<file path="src/rtl/mem_port_arbiter_pkg.sv">
// Shared types for the memory-port arbiter: FSM state encoding, port identifiers,
// and the full-word byte mask that reads drive onto the memory port.
package mem_port_arbiter_pkg;

  typedef enum logic [1:0] {
    ARB_IDLE,
    ARB_SERVE_I,
    ARB_SERVE_D
  } arb_state_t;

  typedef enum logic {
    ARB_PORT_I,
    ARB_PORT_D
  } arb_port_t;

  localparam logic [3:0] ARB_BE_FULL = 4'hF;

endpackage

</file>
<file path="src/rtl/mem_port_arbiter_watchdog.sv">
// Watchdog for an outstanding memory transaction: a saturating counter of
// cycles spent waiting for the memory to respond, and a sticky error flag.
//  clk   in  clock, rising edge
//  rst_n in  asynchronous active-low reset
//  clr   in  restart the count (start of a new transaction)
//  run   in  one more cycle waited without a response
//  err   out sticky: count reached WDOG_CYC (never set when WDOG_CYC == 0)
module mem_port_arbiter_watchdog #(
  parameter int unsigned WDOG_CYC = 1023
) (
  input  logic clk,
  input  logic rst_n,
  input  logic clr,
  input  logic run,
  output logic err
);

  localparam int unsigned CW = (WDOG_CYC > 0) ? $clog2(WDOG_CYC + 1) : 1;
  localparam logic [CW-1:0] LIM    = CW'(WDOG_CYC);
  localparam logic [CW-1:0] LIM_M1 = CW'((WDOG_CYC > 0) ? WDOG_CYC - 1 : 0);

  logic [CW-1:0] cnt_q, cnt_d;
  logic          err_q, err_d;

  // Counter stops at LIM; the flag sets on the increment that reaches LIM.
  always_comb begin
    cnt_d = cnt_q;
    err_d = err_q;
    if (clr) begin
      cnt_d = '0;
    end else if (run && (WDOG_CYC != 0) && (cnt_q != LIM)) begin
      cnt_d = cnt_q + 1'b1;
      if (cnt_q == LIM_M1) err_d = 1'b1;
    end
  end

  always_ff @(posedge clk or negedge rst_n) begin
    if (!rst_n) begin
      cnt_q <= '0;
      err_q <= 1'b0;
    end else begin
      cnt_q <= cnt_d;
      err_q <= err_d;
    end
  end

  assign err = err_q;

endmodule

</file>
<file path="src/rtl/mem_port_arbiter.sv">
// Shares one memory port between instruction fetch (read-only) and the MEM stage
// (load/store). One transaction outstanding; requesters hold until a resp pulse.
//  clk, rst_n                  clock / asynchronous active-low reset
//  i_read, i_addr              fetch request;  i_resp, i_rdata  fetch completion
//  d_read, d_write, d_addr,
//  d_wdata, d_byte_enable      load/store request;  d_resp, d_rdata  completion
//  mem_read, mem_write, mem_addr,
//  mem_wdata, mem_byte_enable  registered memory command
//  mem_resp, mem_rdata         memory completion
//  wdog_err                    sticky: memory failed to respond within WDOG_CYC
module mem_port_arbiter
  import mem_port_arbiter_pkg::*;
#(
  parameter int unsigned ADDR_W   = 32,
  parameter int unsigned DATA_W   = 32,
  parameter bit          RR_EN    = 1'b1,
  parameter int unsigned WDOG_CYC = 1023
) (
  input  logic              clk,
  input  logic              rst_n,
  input  logic              i_read,
  input  logic [ADDR_W-1:0] i_addr,
  output logic              i_resp,
  output logic [DATA_W-1:0] i_rdata,
  input  logic              d_read,
  input  logic              d_write,
  input  logic [ADDR_W-1:0] d_addr,
  input  logic [DATA_W-1:0] d_wdata,
  input  logic [3:0]        d_byte_enable,
  output logic              d_resp,
  output logic [DATA_W-1:0] d_rdata,
  output logic              mem_read,
  output logic              mem_write,
  output logic [ADDR_W-1:0] mem_addr,
  output logic [DATA_W-1:0] mem_wdata,
  output logic [3:0]        mem_byte_enable,
  input  logic              mem_resp,
  input  logic [DATA_W-1:0] mem_rdata,
  output logic              wdog_err
);

  arb_state_t        state_q, state_d;
  arb_port_t         rr_last_q, rr_last_d;
  logic              mem_read_q, mem_read_d;
  logic              mem_write_q, mem_write_d;
  logic [ADDR_W-1:0] mem_addr_q, mem_addr_d;
  logic [DATA_W-1:0] mem_wdata_q, mem_wdata_d;
  logic [3:0]        mem_be_q, mem_be_d;
  logic              d_req, take_d, wd_clr, wd_run;

  always_comb begin
    state_d     = state_q;
    rr_last_d   = rr_last_q;
    mem_read_d  = mem_read_q;
    mem_write_d = mem_write_q;
    mem_addr_d  = mem_addr_q;
    mem_wdata_d = mem_wdata_q;
    mem_be_d    = mem_be_q;
    i_resp      = 1'b0;
    d_resp      = 1'b0;
    i_rdata     = '0;
    d_rdata     = '0;
    wd_clr      = 1'b0;
    d_req       = d_read | d_write;
    // Data port wins unless fetch also requests, round-robin is on, and data went last.
    take_d      = d_req && (!i_read || !RR_EN || (rr_last_q == ARB_PORT_I));

    unique case (state_q)
      ARB_IDLE: begin
        mem_read_d  = 1'b0;
        mem_write_d = 1'b0;
        if (take_d) begin
          state_d     = ARB_SERVE_D;
          rr_last_d   = ARB_PORT_D;
          mem_addr_d  = d_addr;
          mem_wdata_d = d_wdata;
          // read+write together is treated as a store
          mem_write_d = d_write;
          mem_read_d  = !d_write;
          mem_be_d    = d_write ? d_byte_enable : ARB_BE_FULL;
          wd_clr      = 1'b1;
        end else if (i_read) begin
          state_d     = ARB_SERVE_I;
          rr_last_d   = ARB_PORT_I;
          mem_addr_d  = i_addr;
          mem_wdata_d = '0;
          mem_read_d  = 1'b1;
          mem_be_d    = ARB_BE_FULL;
          wd_clr      = 1'b1;
        end
      end
      ARB_SERVE_I: begin
        if (mem_resp) begin
          i_resp      = 1'b1;
          i_rdata     = mem_rdata;
          mem_read_d  = 1'b0;
          mem_write_d = 1'b0;
          state_d     = ARB_IDLE;
        end
      end
      ARB_SERVE_D: begin
        if (mem_resp) begin
          d_resp      = 1'b1;
          d_rdata     = mem_rdata;
          mem_read_d  = 1'b0;
          mem_write_d = 1'b0;
          state_d     = ARB_IDLE;
        end
      end
      default: state_d = ARB_IDLE;
    endcase
  end

  always_ff @(posedge clk or negedge rst_n) begin
    if (!rst_n) begin
      state_q     <= ARB_IDLE;
      rr_last_q   <= ARB_PORT_I;
      mem_read_q  <= 1'b0;
      mem_write_q <= 1'b0;
      mem_addr_q  <= '0;
      mem_wdata_q <= '0;
      mem_be_q    <= '0;
    end else begin
      state_q     <= state_d;
      rr_last_q   <= rr_last_d;
      mem_read_q  <= mem_read_d;
      mem_write_q <= mem_write_d;
      mem_addr_q  <= mem_addr_d;
      mem_wdata_q <= mem_wdata_d;
      mem_be_q    <= mem_be_d;
    end
  end

  assign wd_run = (state_q != ARB_IDLE) && !mem_resp;

  mem_port_arbiter_watchdog #(
    .WDOG_CYC(WDOG_CYC)
  ) u_wdog (
    .clk  (clk),
    .rst_n(rst_n),
    .clr  (wd_clr),
    .run  (wd_run),
    .err  (wdog_err)
  );

  assign mem_read        = mem_read_q;
  assign mem_write       = mem_write_q;
  assign mem_addr        = mem_addr_q;
  assign mem_wdata       = mem_wdata_q;
  assign mem_byte_enable = mem_be_q;

endmodule

</file>
<file path="config.mk">
export PLATFORM = sky130hd
export DESIGN_NAME = mem_port_arbiter
export DESIGN_NICKNAME = d
export VERILOG_FILES = /design/src/rtl/mem_port_arbiter_pkg.sv /design/src/rtl/mem_port_arbiter_watchdog.sv /design/src/rtl/mem_port_arbiter.sv
export SDC_FILE = /design/constraint.sdc
export NUM_CORES = 1
export LEC_CHECK = 0
export CORE_ASPECT_RATIO = 0.5
export CORE_MARGIN = 5
export CORE_UTILIZATION = 36
export DETAILED_ROUTE_END_ITERATION = 10
export PLACE_DENSITY_LB_ADDON = 0.1
export SLEW_MARGIN = 20
export SYNTH_ARGS = -nofsm -noshare
export SYNTH_HDL_FRONTEND = slang
export SYNTH_SLANG_ARGS = --single-unit
</file>
<file path="constraint.sdc">
create_clock -name clk -period 2 [get_ports clk]
set_input_delay 0.4 -clock clk [delete_from_list [all_inputs] [get_ports clk]]
set_output_delay 0.4 -clock clk [all_outputs]
set_load 0.01 [all_outputs]
</file>
Word level (Yosys, flattened, before mapping)
Cells that the tools add are included.
Cells by class
  add/subtract/negate cells: 1
  bitwise gates (word level): 3
  mux-type cells: 29
  eq/ne operators: 6
  reductions and logical operators: 17
Operators with widths (count)
  $mux W32: 7
  $mux W10: 2
  $mux W4: 3
  $mux W1: 11
  $add A10 B1 Y10 const B: 1
  $eq A10 B10 Y1 const B: 1
  $ne A10 B10 Y1 const B: 1
  $reduce_bool A2 Y1: 4
  $mux W2: 3
  $reduce_and A2 Y1: 3
  $pmux W1 S2: 2
  $pmux W2 S2: 1
  $logic_and A1 B1 Y1: 3
  $logic_not A1 Y1: 3
  $ne A3 B3 Y1 const B: 1
  $reduce_and A3 Y1: 1
  $eq A2 B1 Y1 const B: 1
  $eq A2 B2 Y1 const B: 1
  $logic_not A2 Y1: 1
  $ne A2 B1 Y1 const B: 1
  $not A1 Y1: 2
  $reduce_or A2 Y1: 1
  $logic_or A1 B1 Y1: 1
  $or A1 B1 Y1: 1
Storage, ports and cells
  input bits: 138
  word-level logic and storage cells: 65
  register bits after elaboration: 84

Longest topological paths before layout
Gate-level depths: netlist of the first run.
  word-level depth: 7
  mapped depth: 7
  mapped depth without buffers: 6

Hierarchy
From an unflattened synthesis of the first run, not the netlist that was laid out.
Unflattened totals
  cell total of the unflattened synthesis: 416
  area total of the unflattened synthesis: 4315.4 um^2
Modules (own cells, without submodules)
  mem_port_arbiter: area each 3562.2 um^2, times used 1, cells each 337
  mem_port_arbiter_watchdog: area each 753.2 um^2, times used 1, cells each 79

Worst setup path after synthesis of the first run
Ideal clock, no wire load.
  kind: register -> register
  start point: reg state_q[0]
  end point: reg u_wdog.cnt_q[9]
  stages on the path, launching flop included: 7
  arrival: 1763 ps
  path buffers: 0
  slack: 161 ps
  cells stage by stage: dfrtp_1 > inv_1 > ha_1 > nor4bb_1 > o211ai_1 > or4_1 > o21ai_1
On the way
  longest elaborated chain between the ends: 4
  elaborated cells on any way between the ends: 7
  classes of those cells: mux (2); reduce/logical (5)
Ends and longest elaborated chain
  from (decl): line mem_port_arbiter.sv:42  | arb_state_t state_q, state_d;
  from (signal assigned): line mem_port_arbiter.sv:124  | state_q <= state_d;
  $reduce_bool A2 Y1: line mem_port_arbiter.sv:134  | assign wd_run = (state_q != ARB_IDLE) && !mem_resp;
  $logic_and A1 B1 Y1: line mem_port_arbiter.sv:134
  $logic_and A1 B1 Y1: line mem_port_arbiter_watchdog.sv:31  | end else if (run && (WDOG_CYC != 0) && (cnt_q != LIM)) begin
  $reduce_bool A2 Y1 (no source line)
  to (signal assigned): line mem_port_arbiter_watchdog.sv:42  | cnt_q <= cnt_d;
  to (decl): line mem_port_arbiter_watchdog.sv:22  | logic [CW-1:0] cnt_q, cnt_d;
Parallel ways exist; a longest one is shown, timed or not.
A chain may end at the register's enable or synchronous reset.

Final worst setup path of the first run
  start point: reg state_q[0]
  end point: out i_rdata[6]
On the way
  longest elaborated chain between the ends: 2
Ends and longest elaborated chain
  $eq A2 B1 Y1: line mem_port_arbiter.sv:68  | unique case (state_q)
  $mux W32: line mem_port_arbiter.sv:68
  to (decl): line mem_port_arbiter.sv:24  | output logic [DATA_W-1:0] i_rdata,
No other way between the ends.

==> results of run 1 <==
[cell usage after synthesis]
cell / n / area share
or3_4: 1 / 0.0028
mux2i_1: 35 / 0.086
a22o_1: 35 / 0.075
nand3_1: 4 / 0.0049
and2_1: 3 / 0.0046
nor2b_1: 3 / 0.0046
and2_4: 1 / 0.0021
nor3b_1: 1 / 0.0018
o21ai_1: 1 / 0.0012
inv_1: 3 / 0.0028
buf_6: 1 / 0.0028
xnor2_1: 1 / 0.0021
o211ai_1: 3 / 0.0055
nor2_1: 6 / 0.0055
nor4bb_1: 2 / 0.0049
nand4_1: 2 / 0.0031
o311ai_0: 1 / 0.0021
xor2_1: 2 / 0.0043
a211o_1: 1 / 0.0021
nor4b_1: 1 / 0.0021
o21ai_0: 39 / 0.048
nand2_1: 53 / 0.049
a31oi_1: 2 / 0.0031
buf_2: 10 / 0.012
o31ai_1: 4 / 0.0074
o21a_1: 1 / 0.0018
a21o_1: 2 / 0.0037
and3_1: 65 / 0.10
clkbuf_1: 23 / 0.021
nor3_1: 2 / 0.0025
or4_1: 1 / 0.0018
ha_1: 5 / 0.015
dfrtp_1: 84 / 0.51
[metrics by stage]
| stage | setup TNS (ns) | hold WS, ns |
|---|---|---|
| finish | 0 | 0.0101 |
| global route | -0.297 | 0.0403 |
| CTS | -0.768 | 0.0217 |
| detailed placement | -17.74 | 0.394 |
| global placement | -16.72 | 0.388 |
| floorplan | 0 | 0.104 |
[registers in the layout, indices dropped and copies added, names as in the netlist]
name,flops
mem_write,1
u_wdog.cnt_q,10
state_q,2
mem_read,1
mem_byte_enable,4
mem_wdata,32
u_wdog.err,1
mem_addr,32
rr_last_q,1
[power groups by stage]
stage,combinational [mW],clock (mW),sequential (mW)
5_1_grt,5.85,1.85,3.01
6_report,5.40,1.74,2.90
4_1_cts,5.41,1.79,2.92
3_3_place_gp,5.10,0,2.91
3_5_place_dp,5.19,0,2.92
2_1_floorplan,1.96,0,3.24
[logic make-up (layout without fill, tap and decap cells)]
| logic type | Yosys count | in the layout |
|---|---|---|
| and+or+nand+nor | 145 | 145 |
| AOI/OAI and AO/OA | 89 | 89 |
| DFF | 84 | 84 |
| buffers and inverters | 37 | 330 |
| muxes | 35 | 35 |
| adders and majority gates | 5 | 5 |
| xor gates and xnor gates | 3 | 3 |
[cell type report]
cell class              instances  share of cell area
repair buffers                311               0.399
flip-flops and latches         84               0.278
multi-input cells             277               0.255
clock buffers                   9              0.0298
well taps                     145              0.0240
clock inverters                 7              0.0113
inverters                       3             0.00182
[cells in the final DEF (no fill, tap or decap), types with 4 or more instances in the layout]
cell type and n:
o21ai_0 39, clkbuf_2 8, mux2i_1 35, and3_4 13
clkbuf_16 10, buf_12 9, buf_2 34, buf_4 23
nand2_1 52, nor2_1 6, clkdlybuf4s50_1 206, clkdlybuf4s15_1 8
and3_1 52, inv_6 5, nand3_1 4, dfrtp_1 84
buf_6 18, a22o_1 35, o31ai_1 4
[layer usage]
| metal | GRT usage | up-vias | wire length (um) |
|---|---|---|---|
| met2 | 0.369 | 139 | 7400 |
| met5 | 0 | - | 0 |
| li1 | - | 2015 | - |
| met1 | 0.235 | 1912 | 5700 |
| met3 | 0.0670 | 17 | 1060 |
| met4 | 0.0648 | 0 | 228 |
[worst register-to-register path, cell delays in order, from the launching register on]
cell and delay [ns]:
dfrtp_1 0.37, buf_6 0.12, inv_4 0.04, ha_1 0.19, nor4bb_2 0.29, buf_4 0.16, o211ai_1 0.10, or4_1 0.48
o21ai_1 0.08
[worst paths after layout]
kind	from	cells past startpoint	slack (ns)	to
worst max-delay path	state_q[0]$_DFFE_PN0P_	6	0.002	i_rdata[6]
worst min-delay path	rst_n	1	0.01	mem_addr[15]$_DFFE_PN0P_
worst max register to register	state_q[1]$_DFFE_PN0P_	8	0.12	u_wdog.cnt_q[9]$_DFFE_PN0P_
worst min register to register	u_wdog.err$_DFFE_PN0P_	1	0.45	u_wdog.err$_DFFE_PN0P_
max in group asynchronous	rst_n	2	1.48	state_q[1]$_DFFE_PN0P_
min in group clk	u_wdog.err$_DFFE_PN0P_	1	0.45	u_wdog.err$_DFFE_PN0P_
[what timing repair did]
action	4_1_cts	5_1_grt
setup buffers	8	2
pin swaps	12	1
cloned	3	1
setup endpoints to repair	66	38
hold buffers	0	0
resized for setup	249	38
==> results.ini, run 1 <==
[status]
status=finished, final reports clean

[placed_design]
port_buffers=274
dp_slack_ns=-0.309
gp_congestion=0.840
dp.final_hpwl_mm=10.8
dpl_cell_area_sq_mm=0.00715
dp.cells=808

[global_route]
overflow=0
grt_pass1_wl_mm=22.5
grtUsageTotal=0.205
grt_max_degree=55
antenna_found_initial=0
grt_pass1_vias=4185

[yosys]
syn-num-nets=541
yosys_register_bits=84
syn_inst=398
synth-adder-area-share=0.0153
netlist_area_sq_mm=0.00408
synthMuxAreaShare=0.0858
ys_types=33
synth-seq-area-share=0.515
synth_top_family_by_area=simple AND/OR/NAND/NOR gates
synth_xor_area_frac=0.00643
syn_avg_cell_area_sq_um=10.3
synth-compound-area-share=0.150
yosysWarnings=0
yosys.area_share.simple=0.189

[floorplanning]
die_h_um=85.3
die_area_sq_mm=0.0137
core_sq_mm=0.0110
ios=275
placementRows=27
fp.dieW_um=161
start_util=0.370

[power_and_ir_drop]
p_leak_nw=3.64
p_seq_frac=0.289
irDropWorstVdd_mv=0.636
power.total_mw=10.0
p_int_mw=6.47
switching_share=0.356
p_per_area_mw_per_mm2=1330
clock_power_share=0.173
p_switching_mw=3.58
combPwrFrac=0.538

[clocking]
cts.sinks=84
cts_tree=yes
cts_root_buf=clkbuf_16
htreeDepth=3
clk_pin_slew_ns=0.07
cts_buffers=9
insertion_delay_ns=0.34
clockBufferDepth=2

[setup_path]
required_ns=1.60
cp_slowest_cell=dfrtp_1
cp-end-kind=output pin
cp_max_fo=7
arrival_ns=1.60
worstSetupStartpointType=flip-flop
path_common_cell=buf_6
max_stage_delay_ns=0.40
critical_path.cell_chain=buf_6, ha_4, buf_16, buf_6, and3_1, buf_2
path_class=flip-flop to output pin
crit_buf_inv=4
critical-path-top-delay-family=buffers and inverters

[layout]
area.sequential_sq_mm=0.00210
fin_area_sq_mm=0.00755
fillers=901
nNetsFinal=829
utilization=0.683
drive_gt1_frac=0.194
stdcell_count=836
area_growth_pct=84.8
multi_input_area_sq_mm=0.00193
antenna_cells=0

[timing]
setup_slack_ns=0.00173
fin_crit_sh=0.999
drv_slew=0
rsz0062_at_grt=true
relSlewSlack=0.516
hold_viol=0
skew_ns=0.0103
max_freq_ghz=0.500
worst_pin_slew_ns=0.719
setup-violations-final=0
post-route-min-period_ns=2.00

[detailed_routing]
drcViolationCount=0
drt_iter0_drc=243
post_drt_wl_per_cell_um=17.2
viasPerCell=4.88
drt_pass1_iterations=4
vias=4083
drt_wl_total_mm=14.4
antenna_left=0

[run]
max_cap_violations=0

[hold_path]
worstHoldPathType=input port to asynchronous set/reset pin

(Power assumes the default switching activity.)
==> run 2, diff against run 1 <==
--- a/config.mk
+++ b/config.mk
@@ -5,9 +5,11 @@
 export SDC_FILE = /design/constraint.sdc
 export NUM_CORES = 1
 export LEC_CHECK = 0
+export CELL_PAD_IN_SITES_DETAIL_PLACEMENT = 1
+export CELL_PAD_IN_SITES_GLOBAL_PLACEMENT = 1
 export CORE_ASPECT_RATIO = 0.5
 export CORE_MARGIN = 5
-export CORE_UTILIZATION = 36
+export CORE_UTILIZATION = 25
 export DETAILED_ROUTE_END_ITERATION = 10
 export PLACE_DENSITY_LB_ADDON = 0.1
 export SLEW_MARGIN = 20
==> run 2 against run 1 <==
  * Maximum frequency up 2.6%
  * Via count grew 0.39%
  * Global-route usage down 4.8 points
  * Register-to-register slack better by 0.07 ns
  * Clock power decreased by 4%
  * Die area grew 40%
  * Worst setup slack improved by 0.051 ns
  * Sequential power is essentially flat
  * Combinational power fell by 1%
  * Hold slack improved by 0.45 ns
  * Critical path type unchanged
  * Critical endpoint is now i_rdata[5]
  * Highest routed layer unchanged
==> results.ini, run 2 (synthesis gave the netlist of run 1 again) <==
[power_and_ir_drop]
irDropWorstVdd_mv=0.636  ; about the same
power.total_mw=9.93  ; was 10.0 mW
p_seq_frac=0.294  ; was 0.289
p_leak_nw=3.61  ; was 3.64 nW
p_per_area_mw_per_mm2=1330  ; about the same
clock_power_share=0.168  ; was 0.173
switching_share=0.368  ; was 0.356
p_int_mw=6.27  ; was 6.47 mW
p_switching_mw=3.66  ; was 3.58 mW
combPwrFrac=0.538  ; about the same

[layout]
fin_area_sq_mm=0.00746  ; was 0.00755 sq mm
nNetsFinal=825  ; was 829
layout_common_cells=206 x clkdlybuf4s50_1, 83 x dfrtp_1, 63 x and3_1  ; was 206 x clkdlybuf4s50_1, 84 x dfrtp_1, 52 x and3_1, 52 x nand2_1, 39 x o21ai_0
mostFrequentLayoutCell=clkdlybuf4s50_1  ; unchanged
utilization=0.461  ; was 0.683
area_growth_pct=82.6  ; was 84.8%
antenna_cells=0  ; unchanged
drive_gt1_frac=0.185  ; was 0.194

[timing]
skew_ns=0.00801  ; was 0.0103 ns
rsz0062_at_grt=false  ; was true
post-route-min-period_ns=1.95  ; was 2.00 ns
fin_crit_sh=0.973  ; was 0.999
tns_ns=0  ; unchanged
drv_slew=0  ; unchanged
relSlewSlack=0.488  ; was 0.516
worst_pin_slew_ns=0.762  ; was 0.719 ns
setup-violations-final=0  ; unchanged
hold_viol=0  ; unchanged
max_freq_ghz=0.514  ; was 0.500 GHz
whs_ns=0.459  ; was 0.0101 ns

[global_route]
grt_max_degree=51  ; was 55
antenna_found_initial=0  ; unchanged
grt_pass1_wl_mm=24.1  ; was 22.5 mm
grtUsageTotal=0.158  ; was 0.205
overflow=0  ; unchanged
grt_pass1_vias=4536  ; was 4185

[hold_path]
holdCritStartpoint=u_wdog.err$_DFFE_PN0P_
worstHoldPathType=flip-flop to flip-flop  ; was input port to asynchronous set/reset pin
min_path_cells=1
whs_endpoint=u_wdog.err$_DFFE_PN0P_

[setup_path]
max_stage_delay_ns=0.40  ; about the same
timing.rr.start=state_q[0]$_DFFE_PN0P_  ; was state_q[1]$_DFFE_PN0P_
cp_max_fo=17  ; was 7
reg2reg_depth=7  ; was 8
cp_slowest_cell=dfrtp_1  ; unchanged
critical-path-top-delay-family=buffers and inverters  ; unchanged
worstReg2RegEnd=u_wdog.cnt_q[9]$_DFFE_PN0P_  ; unchanged
path_class=flip-flop to output pin  ; unchanged
cp-end-kind=output pin  ; unchanged
crit_buf_inv=3  ; was 4
arrival_ns=1.55  ; was 1.60 ns
rrSetupSlack_ns=0.19  ; was 0.12 ns
worstSetupStartpointType=flip-flop  ; unchanged
startpoint=state_q[1]$_DFFE_PN0P_  ; was state_q[0]$_DFFE_PN0P_
critical_path.cell_chain=inv_2, ha_4, buf_12, and3_1, clkdlybuf4s15_1  ; was buf_6, ha_4, buf_16, buf_6, and3_1, buf_2
required_ns=1.60  ; about the same

[floorplanning]
start_util=0.252  ; was 0.370
die_h_um=100  ; was 85.3 um
core_sq_mm=0.0162  ; was 0.0110 sq mm
die_area_sq_mm=0.0191  ; was 0.0137 sq mm
ios=275  ; unchanged
placementRows=33  ; was 27
fp.dieW_um=191  ; was 161 um

[placed_design]
port_buffers=274  ; unchanged
gp_congestion=0.725  ; was 0.840
dpl_cell_area_sq_mm=0.00727  ; was 0.00715 sq mm
dp.final_hpwl_mm=12.0  ; was 10.8 mm

[clocking]
insertion_delay_ns=0.34  ; about the same
clockBufferDepth=2  ; unchanged
cts_buffers=9  ; unchanged
cts.sinks=84  ; unchanged
cts_root_buf=clkbuf_16  ; unchanged
clk_pin_slew_ns=0.07  ; about the same
cts_tree=yes  ; unchanged
htreeDepth=3  ; unchanged

[run]
max_cap_violations=0  ; unchanged

[detailed_routing]
drcViolationCount=0  ; unchanged
antenna_left=0  ; unchanged
post_drt_wl_per_cell_um=17.1  ; was 17.2 um
vias=4099  ; was 4083
drt_iter0_drc=106  ; was 243
drt_wl_total_mm=15.6  ; was 14.4 mm
viasPerCell=4.48  ; was 4.88
drt_pass1_iterations=4  ; unchanged

[status]
status=finished, final reports clean  ; unchanged

-- run 2: cell types whose count changed in the layout (fill, tap and decap cells not counted), moves of 3 or more --
cell	change
clkbuf_2	+22
and3_1	+11
and3_4	-11
buf_6	-8
buf_2	-7
clkdlybuf4s15_1	-7
inv_6	-4
inv_8	+4
buf_4	-3
-- run 2: power by group through the flow --
stage / Combinational, mW / Clock [mW] / Sequential [mW]
2_1_floorplan: 1.96 / 0 / 3.24
3_3_place_gp: 5.28 / 0 / 2.92
3_5_place_dp: 5.33 / 0 / 2.93
4_1_cts: 5.46 / 1.74 / 2.93
5_1_grt: 5.80 / 1.80 / 3.03
6_report: 5.34 / 1.67 / 2.92
-- run 2: metal layers --
metal  part of all wire  GRT usage  vias up
li1                   -          -     2001
met1               0.41      0.183     1939
met2               0.50      0.285      144
met3              0.080     0.0542       15
met4              0.011     0.0347        0
met5                  0          0        -
-- run 2: how the worst max path moves through the flow --
| stage | end | slack (ns) | depth (start not counted) |
|---|---|---|---|
| after CTS | d_rdata[30] | -0.05 | 5 |
| after global placement | i_rdata[26] | -0.29 | 4 |
| after detailed placement | i_rdata[26] | -0.30 | 4 |
| after global routing | i_rdata[5] | 0.008 | 5 |
| final | i_rdata[5] | 0.05 | 5 |
| after floorplan | u_wdog.cnt_q[9]$_DFFE_PN0P_ | 0.16 | 6 |
-- run 2: repair_timing --
action / CTS / global route
pin swaps: 0 / 2
cloned: 3 / 0
buffers inserted: 2 / 0
gates resized for setup: 197 / 59
setup endpoints to repair: 66 / 66
hold buffers: 1 / 0
hold endpoints to repair: 18 / 0
-- run 2: through the flow --
step,setup slack (ns),instances
2_1_floorplan,0.161,398
5_1_grt,0.00777,914
4_1_cts,-0.0536,914
3_3_place_gp,-0.286,892
3_5_place_dp,-0.301,892
6_report,0.0531,914
-- run 2: worst reg2reg max path, cell delays in order (launching register included) --
cell and delay, ns:
dfrtp_2 0.40, inv_2 0.07, ha_2 0.19, nor4bb_2 0.25
buf_4 0.16, o211ai_1 0.10, or4_1 0.47, o21ai_1 0.09
-- run 2: area by class of cell --
type | instances | area, sq um
timing repair buffer | 307 | 2890
sequential | 84 | 2100
multi-input combinational | 277 | 1880
tap | 227 | 284
clock buffer | 9 | 225
fill | 1834 | 8730
inverter | 3 | 11.3
clock inverter | 7 | 72.6
==> run 3, diff against run 2 <==
--- a/config.mk
+++ b/config.mk
@@ -8,7 +8,6 @@
 export CELL_PAD_IN_SITES_DETAIL_PLACEMENT = 1
 export CELL_PAD_IN_SITES_GLOBAL_PLACEMENT = 1
 export CORE_ASPECT_RATIO = 0.5
-export CORE_MARGIN = 5
 export CORE_UTILIZATION = 25
 export DETAILED_ROUTE_END_ITERATION = 10
 export PLACE_DENSITY_LB_ADDON = 0.1
==> run 3 against run 2 <==
  * Global-route usage grew 1.9 points
  * Routed wire length shrank 5.0%
  * Count of clock-buffer cells in the layout is the same
  * Via count grew 1.2%
  * Final area grew 0.12%
  * Non-clock buffer count grew 5
  * Register-to-register slack lost 0.10 ns
  * Maximum frequency grew 0.36%
  * Sequential share of layout area is essentially flat
  * Sequential cell count is the same
  * Clock power grew 4%
  * Die area shrank 12%
==> results.ini, run 3 (synthesis gave the netlist of run 1 again) <==
[status]
status=finished, final reports clean  ; unchanged

[floorplanning]
ios=275  ; unchanged
die_area_sq_mm=0.0169  ; was 0.0191 sq mm
fp.dieW_um=183  ; was 191 um
start_util=0.260  ; was 0.252
core_sq_mm=0.0157  ; was 0.0162 sq mm
placementRows=32  ; was 33
die_h_um=92.4  ; was 100 um

[clocking]
cts_root_buf=clkbuf_16  ; unchanged
cts_buffers=9  ; unchanged
htreeDepth=3  ; unchanged
cts_tree=yes  ; unchanged
cts.sinks=84  ; unchanged
clk_pin_slew_ns=0.06  ; was 0.07 ns
clockBufferDepth=2  ; unchanged
insertion_delay_ns=0.34  ; about the same

[timing]
post-route-min-period_ns=1.94  ; was 1.95 ns
setup-violations-final=0  ; unchanged
max_freq_ghz=0.515  ; was 0.514 GHz
skew_ns=0.00957  ; was 0.00801 ns
hold_viol=0  ; unchanged
worst_pin_slew_ns=0.681  ; was 0.762 ns
rsz0062_at_grt=true  ; was false
relSlewSlack=0.542  ; was 0.488
fin_crit_sh=0.970  ; was 0.973
setup_slack_ns=0.0600  ; was 0.0531 ns
drv_slew=0  ; unchanged
tns_ns=0  ; unchanged

[detailed_routing]
antenna_left=0  ; unchanged
post_drt_wl_per_cell_um=16.2  ; was 17.1 um
vias=4147  ; was 4099
drt_wl_total_mm=14.8  ; was 15.6 mm
drcViolationCount=0  ; unchanged
viasPerCell=4.54  ; was 4.48
drt_pass1_iterations=4  ; unchanged
drt_iter0_drc=148  ; was 106

[power_and_ir_drop]
p_leak_nw=3.66  ; was 3.61 nW
irDropWorstVdd_mv=0.624  ; was 0.636 mV
p_per_area_mw_per_mm2=1340  ; was 1330 mW/mm^2
power.total_mw=9.97  ; was 9.93 mW

[layout]
multi_input_area_sq_mm=0.00187  ; was 0.00188 sq mm
layout_common_cells=206 x clkdlybuf4s50_1, 84 x dfrtp_1, 63 x and3_1  ; was 206 x clkdlybuf4s50_1, 83 x dfrtp_1, 63 x and3_1
nNetsFinal=830  ; was 825
antenna_cells=0  ; unchanged
area.sequential_sq_mm=0.00210  ; about the same
fillers=1741  ; was 1834
area_growth_pct=82.8  ; was 82.6%
stdcell_count=913  ; was 914
fin_area_sq_mm=0.00747  ; was 0.00746 sq mm
drive_gt1_frac=0.188  ; was 0.185
mostFrequentLayoutCell=clkdlybuf4s50_1  ; unchanged

[setup_path]
cp-end-kind=output pin  ; unchanged
crit_buf_inv=2  ; was 3
arrival_ns=1.54  ; was 1.55 ns
cp_max_fo=16  ; was 17
rrSetupSlack_ns=0.09  ; was 0.19 ns
path_class=flip-flop to output pin  ; unchanged
critical-path-top-delay-family=flip-flops  ; was buffers and inverters
max_stage_delay_ns=0.43  ; was 0.40 ns
required_ns=1.60  ; about the same
worstSetupStartpointType=flip-flop  ; unchanged
critical_path.cell_chain=ha_4, bufbuf_16, and3_1, buf_2  ; was inv_2, ha_4, buf_12, and3_1, clkdlybuf4s15_1
cp_slowest_cell=dfrtp_1  ; unchanged

[placed_design]
dp.cells=888  ; was 892
dp.final_hpwl_mm=11.1  ; was 12.0 mm
dp_slack_ns=-0.377  ; was -0.301 ns
dpl_cell_area_sq_mm=0.00727  ; about the same
gp_congestion=0.792  ; was 0.725
port_buffers=274  ; unchanged

[hold_path]
worstHoldPathType=input port to asynchronous set/reset pin  ; was flip-flop to flip-flop

[global_route]
grt_pass1_vias=4187  ; was 4536
grt_pass1_wl_mm=23.3  ; was 24.1 mm
grt_max_degree=49  ; was 51
antenna_found_initial=0  ; unchanged
overflow=0  ; unchanged
grtUsageTotal=0.177  ; was 0.158

[run]
max_cap_violations=0  ; unchanged

[run 3: area by class of cell]
cell class	instances	area share
clock inverter	7	0.0106
inverter	3	0.00151
sequential	84	0.282
timing repair buffer	312	0.389
tap	221	0.0370
multi-input combinational	277	0.250
clock buffer	9	0.0302
[run 3: layer usage]
metal	track usage	up-vias	wire [um]	part of all wire
met4	0.0357	0	96	0.0065
met5	0	-	0	0
met1	0.208	1979	6220	0.42
met2	0.315	145	7370	0.50
met3	0.0590	9	1150	0.077
li1	-	2014	-	-
[run 3: worst paths after layout]
check | end | from | depth (start not counted)
min in group clk | u_wdog.err$_DFFE_PN0P_ | u_wdog.err$_DFFE_PN0P_ | 1
min | mem_wdata[8]$_DFFE_PN0P_ | rst_n | 2
max in group asynchronous | mem_addr[18]$_DFFE_PN0P_ | rst_n | 3
min reg2reg | u_wdog.err$_DFFE_PN0P_ | u_wdog.err$_DFFE_PN0P_ | 1
max reg2reg | u_wdog.cnt_q[9]$_DFFE_PN0P_ | state_q[1]$_DFFE_PN0P_ | 7
max | d_rdata[30] | state_q[1]$_DFFE_PN0P_ | 4
[run 3: worst reg2reg max path, stage by stage, from the launching register on]
cell and delay (ns):
dfrtp_1 0.43, inv_2 0.08, ha_1 0.20, nor4bb_1 0.28
buf_4 0.17, o211ai_1 0.11, or4_1 0.48, o21ai_1 0.08
[run 3: power breakdown]
part | switching [mW] | internal [mW] | leakage, nW
Clock | 0.740 | 0.986 | 0.151
Sequential | 0.436 | 2.48 | 1.06
Combinational | 2.39 | 2.93 | 2.45
Total | 3.57 | 6.40 | 3.66
[run 3: stage by stage]
stage	hold slack [ns]	utilization
global placement	0.216	0.463
detailed placement	0.213	0.463
finish	0.408	0.476
global route	0.411	0.476
CTS	0.401	0.483
floorplan	0.104	-
[run 3: repair_timing]
item	CTS	global route
cloned	3	1
hold buffers	1	0
hold endpoints to repair	2	0
pin swaps	0	2
buffers inserted	3	1
gates resized for setup	233	31
endpoints found under the setup margin	66	30
